==> src/rtl/dither_frame_sequencer.sv <==
// ---------------------------------------------------------------------------
// dither_frame_sequencer
//
// Frame-level controller for the Floyd-Steinberg dithering datapath. One
// frame goes through three phases:
//   LOAD    - pixel bytes from the SPI front end are written to pixel RAM
//   COMPUTE - the pixel algorithm unit is walked across the image in raster
//             order, with a neighbour-validity mask for error diffusion
//   READOUT - the result is streamed out of pixel RAM on host request
// DONE pulses frame_done_o for one cycle, and the FSM then returns to IDLE.
//
// Ports
//   clk_i, rst_ni        clock (rising edge), asynchronous active-low reset
//   start_i              begin a frame (only looked at in IDLE)
//   in_valid_i           one input pixel byte present this cycle
//   wr_en_o, wr_addr_o   pixel RAM write port
//   px_req_o, px_ack_i   job handshake with the pixel algorithm unit
//   px_addr_o            current pixel address, y*IMAGEX+x
//   px_mask_o            neighbour valid: [0] forward, [1] below-behind,
//                        [2] below, [3] below-forward
//   px_dir_o             scan direction, 0 = left-to-right, 1 = right-to-left
//   rd_req_i             host asks for the next output pixel
//   rd_en_o, rd_addr_o   pixel RAM read port
//   busy_o               high in every state except IDLE
//   frame_done_o         one-cycle pulse at the end of a frame
//
// Configuration macro
//   SEQ_SERPENTINE_EN    when defined, odd rows are scanned right-to-left
//                        (px_dir_o=1); otherwise every row runs left-to-right
//                        and px_dir_o is tied to 0.
// ---------------------------------------------------------------------------
module dither_frame_sequencer #(
  parameter int IMAGEX           = 64,
  parameter int IMAGEY           = 64,
  parameter int IMAGE_SIZE       = IMAGEX * IMAGEY,
  parameter int IMAGE_ADDR_WIDTH = $clog2(IMAGE_SIZE),
  parameter int ADJ_PIXELS       = 4
) (
  input  logic                        clk_i,
  input  logic                        rst_ni,
  input  logic                        start_i,
  input  logic                        in_valid_i,
  output logic                        wr_en_o,
  output logic [IMAGE_ADDR_WIDTH-1:0] wr_addr_o,
  output logic                        px_req_o,
  output logic [IMAGE_ADDR_WIDTH-1:0] px_addr_o,
  output logic [ADJ_PIXELS-1:0]       px_mask_o,
  output logic                        px_dir_o,
  input  logic                        px_ack_i,
  input  logic                        rd_req_i,
  output logic                        rd_en_o,
  output logic [IMAGE_ADDR_WIDTH-1:0] rd_addr_o,
  output logic                        busy_o,
  output logic                        frame_done_o
);

  localparam int XW = (IMAGEX > 1) ? $clog2(IMAGEX) : 1;
  localparam int YW = (IMAGEY > 1) ? $clog2(IMAGEY) : 1;
  localparam logic [XW-1:0] X_LAST = XW'(IMAGEX - 1);
  localparam logic [YW-1:0] Y_LAST = YW'(IMAGEY - 1);
  localparam logic [IMAGE_ADDR_WIDTH-1:0] ADDR_LAST = IMAGE_ADDR_WIDTH'(IMAGE_SIZE - 1);

  typedef enum logic [2:0] {IDLE, LOAD, COMPUTE, READOUT, DONE} state_e;

  state_e                      state_q, state_d;
  logic [IMAGE_ADDR_WIDTH-1:0] load_cnt_q, load_cnt_d;
  logic [IMAGE_ADDR_WIDTH-1:0] rd_cnt_q, rd_cnt_d;
  logic [XW-1:0]               x_q, x_d;
  logic [YW-1:0]               y_q, y_d;

  logic                        row_dir;
  logic                        next_row_dir;
  logic                        row_end;
  logic                        below;
  logic [XW-1:0]               next_row_start;
  logic [IMAGE_ADDR_WIDTH-1:0] cur_addr;
  logic [ADJ_PIXELS-1:0]       cur_mask;

  // Serpentine scanning reverses every odd row; the direction of a row is
  // therefore just the LSB of its row index.
`ifdef SEQ_SERPENTINE_EN
  assign row_dir      = y_q[0];
  assign next_row_dir = ~y_q[0];
`else
  assign row_dir      = 1'b0;
  assign next_row_dir = 1'b0;
`endif

  assign row_end        = row_dir ? (x_q == '0) : (x_q == X_LAST);
  assign next_row_start = next_row_dir ? X_LAST : '0;
  assign below          = (y_q < Y_LAST);
  assign cur_addr       = IMAGE_ADDR_WIDTH'(y_q) * IMAGE_ADDR_WIDTH'(IMAGEX)
                        + IMAGE_ADDR_WIDTH'(x_q);

  // "Forward" and "behind" are relative to the scan direction, so the
  // column tests swap ends on right-to-left rows.
  always_comb begin
    cur_mask    = '0;
    cur_mask[2] = below;
    if (!row_dir) begin
      cur_mask[0] = (x_q < X_LAST);
      cur_mask[1] = below & (x_q != '0);
      cur_mask[3] = below & (x_q < X_LAST);
    end else begin
      cur_mask[0] = (x_q != '0);
      cur_mask[1] = below & (x_q < X_LAST);
      cur_mask[3] = below & (x_q != '0);
    end
  end

  always_ff @(posedge clk_i or negedge rst_ni) begin
    if (!rst_ni) begin
      state_q    <= IDLE;
      load_cnt_q <= '0;
      rd_cnt_q   <= '0;
      x_q        <= '0;
      y_q        <= '0;
    end else begin
      state_q    <= state_d;
      load_cnt_q <= load_cnt_d;
      rd_cnt_q   <= rd_cnt_d;
      x_q        <= x_d;
      y_q        <= y_d;
    end
  end

  // Each counter is cleared on the transition out of its own phase, so
  // every counter is already zero when the next frame begins.
  always_comb begin
    state_d      = state_q;
    load_cnt_d   = load_cnt_q;
    rd_cnt_d     = rd_cnt_q;
    x_d          = x_q;
    y_d          = y_q;
    wr_en_o      = 1'b0;
    px_req_o     = 1'b0;
    px_addr_o    = '0;
    px_mask_o    = '0;
    px_dir_o     = 1'b0;
    rd_en_o      = 1'b0;
    busy_o       = 1'b1;
    frame_done_o = 1'b0;

    unique case (state_q)
      IDLE: begin
        busy_o     = 1'b0;
        load_cnt_d = '0;
        rd_cnt_d   = '0;
        x_d        = '0;
        y_d        = '0;
        if (start_i) state_d = LOAD;
      end
      LOAD: begin
        wr_en_o = in_valid_i;
        if (in_valid_i) begin
          if (load_cnt_q == ADDR_LAST) begin
            load_cnt_d = '0;
            state_d    = COMPUTE;
          end else begin
            load_cnt_d = load_cnt_q + 1'b1;
          end
        end
      end
      COMPUTE: begin
        px_req_o  = 1'b1;
        px_addr_o = cur_addr;
        px_mask_o = cur_mask;
        px_dir_o  = row_dir;
        if (px_ack_i) begin
          if (row_end) begin
            if (y_q == Y_LAST) begin
              x_d     = '0;
              y_d     = '0;
              state_d = READOUT;
            end else begin
              x_d = next_row_start;
              y_d = y_q + 1'b1;
            end
          end else begin
            x_d = row_dir ? (x_q - 1'b1) : (x_q + 1'b1);
          end
        end
      end
      READOUT: begin
        rd_en_o = rd_req_i;
        if (rd_req_i) begin
          if (rd_cnt_q == ADDR_LAST) begin
            rd_cnt_d = '0;
            state_d  = DONE;
          end else begin
            rd_cnt_d = rd_cnt_q + 1'b1;
          end
        end
      end
      DONE: begin
        frame_done_o = 1'b1;
        state_d      = IDLE;
      end
      default: state_d = IDLE;
    endcase
  end

  assign wr_addr_o = load_cnt_q;
  assign rd_addr_o = rd_cnt_q;

endmodule

==> config.mk <==
export PLATFORM = sky130hd
export DESIGN_NAME = dither_frame_sequencer
export DESIGN_NICKNAME = d
export VERILOG_FILES = /design/src/rtl/dither_frame_sequencer.sv
export SDC_FILE = /design/constraint.sdc
export NUM_CORES = 1
export LEC_CHECK = 0
export ABC_AREA = 1
export CORE_MARGIN = 10
export CORE_UTILIZATION = 39
export CTS_BUF_LIST = sky130_fd_sc_hd__clkbuf_8
export DETAILED_ROUTE_END_ITERATION = 6
export PLACE_DENSITY_LB_ADDON = 0.3
export SLEW_MARGIN = 0
export SYNTH_ARGS = -nofsm -noshare
export SYNTH_HDL_FRONTEND = slang
export SYNTH_SLANG_ARGS = --single-unit
==> constraint.sdc <==
create_clock -name clk_i -period 1.8 [get_ports clk_i]
set_clock_uncertainty 0.2 [all_clocks]
set_input_delay 0.27 -clock clk_i [delete_from_list [all_inputs] [get_ports clk_i]]
set_output_delay 0.27 -clock clk_i [all_outputs]
set_load 0.01 [all_outputs]
==> results.json <==
{
  "grt_pass1_wl_um": 10870,
  "fillCellCount": 508,
  "ys.warnings.count": 0,
  "vias_per_cell": 4.820,
  "cpMostUsedCell": "nor2_4",
  "startpoint_type": "flip-flop",
  "reg2reg_to": "rd_addr_o[9]$_DFFE_PN0P_",
  "drive_above_1_share_pct": 38.98,
  "gp_congestion": 0.8477,
  "hold_viol": 0,
  "arrival_ps": 1470,
  "post_drt_wl_per_cell_um": 13.49,
  "required_ps": 1330,
  "fp.dieW_um": 97.54,
  "synth_nets": 328,
  "nets": 441,
  "ff_latch_area_um2": 983.4,
  "path_max_fanout": 3,
  "tightestPinTransition_ps": 511.8,
  "first_pass_iters": 5,
  "antenna_found_initial": 0,
  "synth_area_mm2": 0.002345,
  "initial_utilization_pct": 39.84,
  "leakagePower_nw": 1.874,
  "wl_met2_um": 3475,
  "vias": 2439,
  "cpMaxStageDelayCell": "dfrtp_1",
  "seq_area_frac_synth_pct": 41.62,
  "multiInputGateArea_mm2": 0.001421,
  "hold_path_class": "primary input to async pin",
  "crit_chain": "ha_4, nand3_4, nor2_4, nor2_4, inv_2, a41oi_2, buf_2",
  "highest_layer": "met4",
  "grt_overflow": 0,
  "crit_type": "flip-flop to output port",
  "die_y_um": 97.54,
  "wl_met3_um": 402,
  "dp_hpwl_um": 4969,
  "rrSetupSlack_ps": 0,
  "cts_tree": "done",
  "slew_viol_final": 0,
  "power_density_mw_per_mm2": 1232,
  "slowest_delay_ps": 420,
  "violations": "negative setup slack",
  "yosysUniqueCellTypes": 32,
  "cts_buffer_depth": 2,
  "ant_nets": 0,
  "status": "finished with violations",
  "maxCapViolations": 0,
  "diodes": 0,
  "ir_drop_mv": 0.7721,
  "synth_cells": 317,
  "portBuffers": 50,
  "drc": 0,
  "finalWorstSetupSlack_ps": -144.7,
  "r2r_start": "state_q[2]$_DFFE_PN0P_",
  "insertion_delay_ps": 290,
  "synth_seq_cells": 39,
  "die_area_mm2": 0.009514,
  "setup_viol": 21,
  "rsz0062_at_grt": "yes",
  "grt_use_total_pct": 13.39,
  "cts_sinks": 39,
  "clk_pin_slew_ps": 80,
  "fmax_ghz": 0.5142,
  "ios": 52,
  "rr_worst_depth": 10,
  "area_growth_pct": 59.61,
  "final_util_pct": 63.58,
  "avgSynthCellArea_um2": 7.397,
  "drtIter0Drc": 106,
  "numCtsBuffers": 5,
  "cp-startpoint": "y_q[0]$_DFFE_PN0P_",
  "cp-end-kind": "output port",
  "fin_crit_ps": 1945,
  "crit_end": "px_mask_o[1]",
  "num_rows": 28,
  "hold_ws_ps": 367.7,
  "cts-root-buf": "clkbuf_8",
  "grt_max_degree": 40,
  "finalPower_mw": 4.609,
  "slew_headroom_pct": 65.88,
  "cts.htree.levels": 2,
  "core_mm2": 0.005886,
  "grt_pass1_vias": 2380,
  "min_period_over_period_pct": 108.0,
  "wl_met1_um": 2912,
  "finalWirelength_um": 6828
}
==> stage by stage <==
stage	TNS, ps	area (um^2)	cells	setup slack (ps)
final	-970.1	3742	506	-144.7
after global routing	-3263	3742	506	-230.1
after CTS	-856.3	3413	495	-139.9
after detailed placement	-3242	3252	482	-292.2
after global placement	-2600	3252	482	-272.4
after floorplan	0	2345	317	37.82
==> placed cells by master (no fill, tap or decap), types with 3 or more instances in the layout <==
cell type        count
dfrtp_2              6
o21ai_2              4
nor2_2              13
and3_1               4
xor2_1               3
clkdlybuf4s50_1     21
buf_12               3
nand3_2              7
o21ai_1              6
inv_1               41
buf_6               13
nand2_8              3
buf_4               48
nor3_2               4
nand3_4              3
buf_2               17
dlymetal6s2s_1       6
a21oi_1             12
nand3_1             13
clkbuf_8             7
inv_2                7
nand2_1             56
nor2_1              37
dfrtp_1             33
o21ai_0             10
nand4_1              5
nand2_2              8
nand2_4              4
nor2_4              10
nor3_1               4
==> worst min-delay path by stage <==
stage,end,slack (ps),depth (start not counted)
after detailed placement,y_q[5]$_DFFE_PN0P_,160,2
after CTS,x_q[5]$_DFFE_PN0P_,380,2
final,y_q[4]$_DFFE_PN0P_,370,3
after global placement,y_q[4]$_DFFE_PN0P_,160,2
after floorplan,rd_addr_o[0]$_DFFE_PN0P_,-230,0
after global routing,y_q[4]$_DFFE_PN0P_,410,3
==> timing repair <==
| item | in CTS | in global routing |
|---|---|---|
| hold buffers | 1 | 0 |
| pin swaps | 4 | 21 |
| setup buffers | 4 | 13 |
| setup endpoints to repair | 38 | 63 |
| gates cloned | 0 | 0 |
| endpoints found under the hold margin | 39 | 0 |
| resized for setup | 118 | 74 |
==> worst max-delay path, delay by kind of cell, from the launching register on <==
family                   cells  cell delay (ps)
AND/OR/NAND/NOR              3              230
buffers and inverters        2              220
AO/OA/AOI/OAI                1              150
flip-flops                   1              420
adder cells (fa/ha/maj)      1              180
==> cell usage after synthesis <==
| cell | instances | share of area (%) |
|---|---|---|
| nand2_1 | 64 | 10 |
| nor2_1 | 53 | 8.5 |
| inv_1 | 44 | 7.0 |
| dfrtp_1 | 39 | 42 |
| nand3_1 | 23 | 4.9 |
| o21ai_0 | 18 | 3.8 |
| a21oi_1 | 13 | 2.8 |
| ha_1 | 5 | 2.7 |
| nand4_1 | 5 | 1.3 |
| nor3_1 | 5 | 1.1 |
| and3_1 | 4 | 1.1 |
| inv_2 | 4 | 0.64 |
| nand2_2 | 4 | 1.1 |
| nor2_4 | 4 | 1.9 |
| buf_6 | 3 | 1.4 |
| nand2_4 | 3 | 1.4 |
| nor2_2 | 3 | 0.80 |
| nor3_2 | 3 | 1.3 |
| xor2_1 | 3 | 1.1 |
| a21boi_1 | 2 | 0.64 |
| a31oi_1 | 2 | 0.53 |
| o21a_1 | 2 | 0.64 |
| o21ai_1 | 2 | 0.43 |
| a41oi_1 | 1 | 0.37 |
| buf_4 | 1 | 0.32 |
| clkbuf_1 | 1 | 0.16 |
| conb_1 | 1 | 0.16 |
| mux2i_1 | 1 | 0.43 |
| nand4_2 | 1 | 0.53 |
| nor3b_1 | 1 | 0.32 |
| o21bai_1 | 1 | 0.32 |
| xnor2_1 | 1 | 0.37 |
==> registers in the layout (all words and copies together), names as in the netlist <==
signal	flops
y_q	6
wr_addr_o	12
state_q	3
x_q	6
rd_addr_o	12
==> metal layers <==
metal  vias up  track usage (%)
met5         -                0
met4         0            3.244
met3         6            4.979
met2        47            23.35
met1      1153            14.98
li1       1233                -
==> report_power, final <==
group	switching [mW]	internal [mW]
Combinational	1.57	1.32
Clock	0.312	0.345
Sequential	0.0905	0.975
==> layout make-up <==
cell class / count / area share (%)
multi-input combinational: 225 / 37.98
inverter: 48 / 4.881
timing repair buffer: 111 / 25.68
sequential: 39 / 26.28
tap: 75 / 2.508
clock inverter: 1 / 0.1003
clock buffer: 7 / 2.574
==> logic make-up (layout without fill, tap and decap cells) <==
kind of cell,Yosys count,count (layout),synth area share [%]
simple gates,173,173,34.47
fa+ha+maj,5,5,2.668
mux,1,1,0.4269
compound gates,41,41,9.552
flops,39,39,41.62
other cells,1,1,0.1599
xor+xnor,4,4,1.494
buf+inv,53,167,9.605
(Power assumes the default switching activity.)
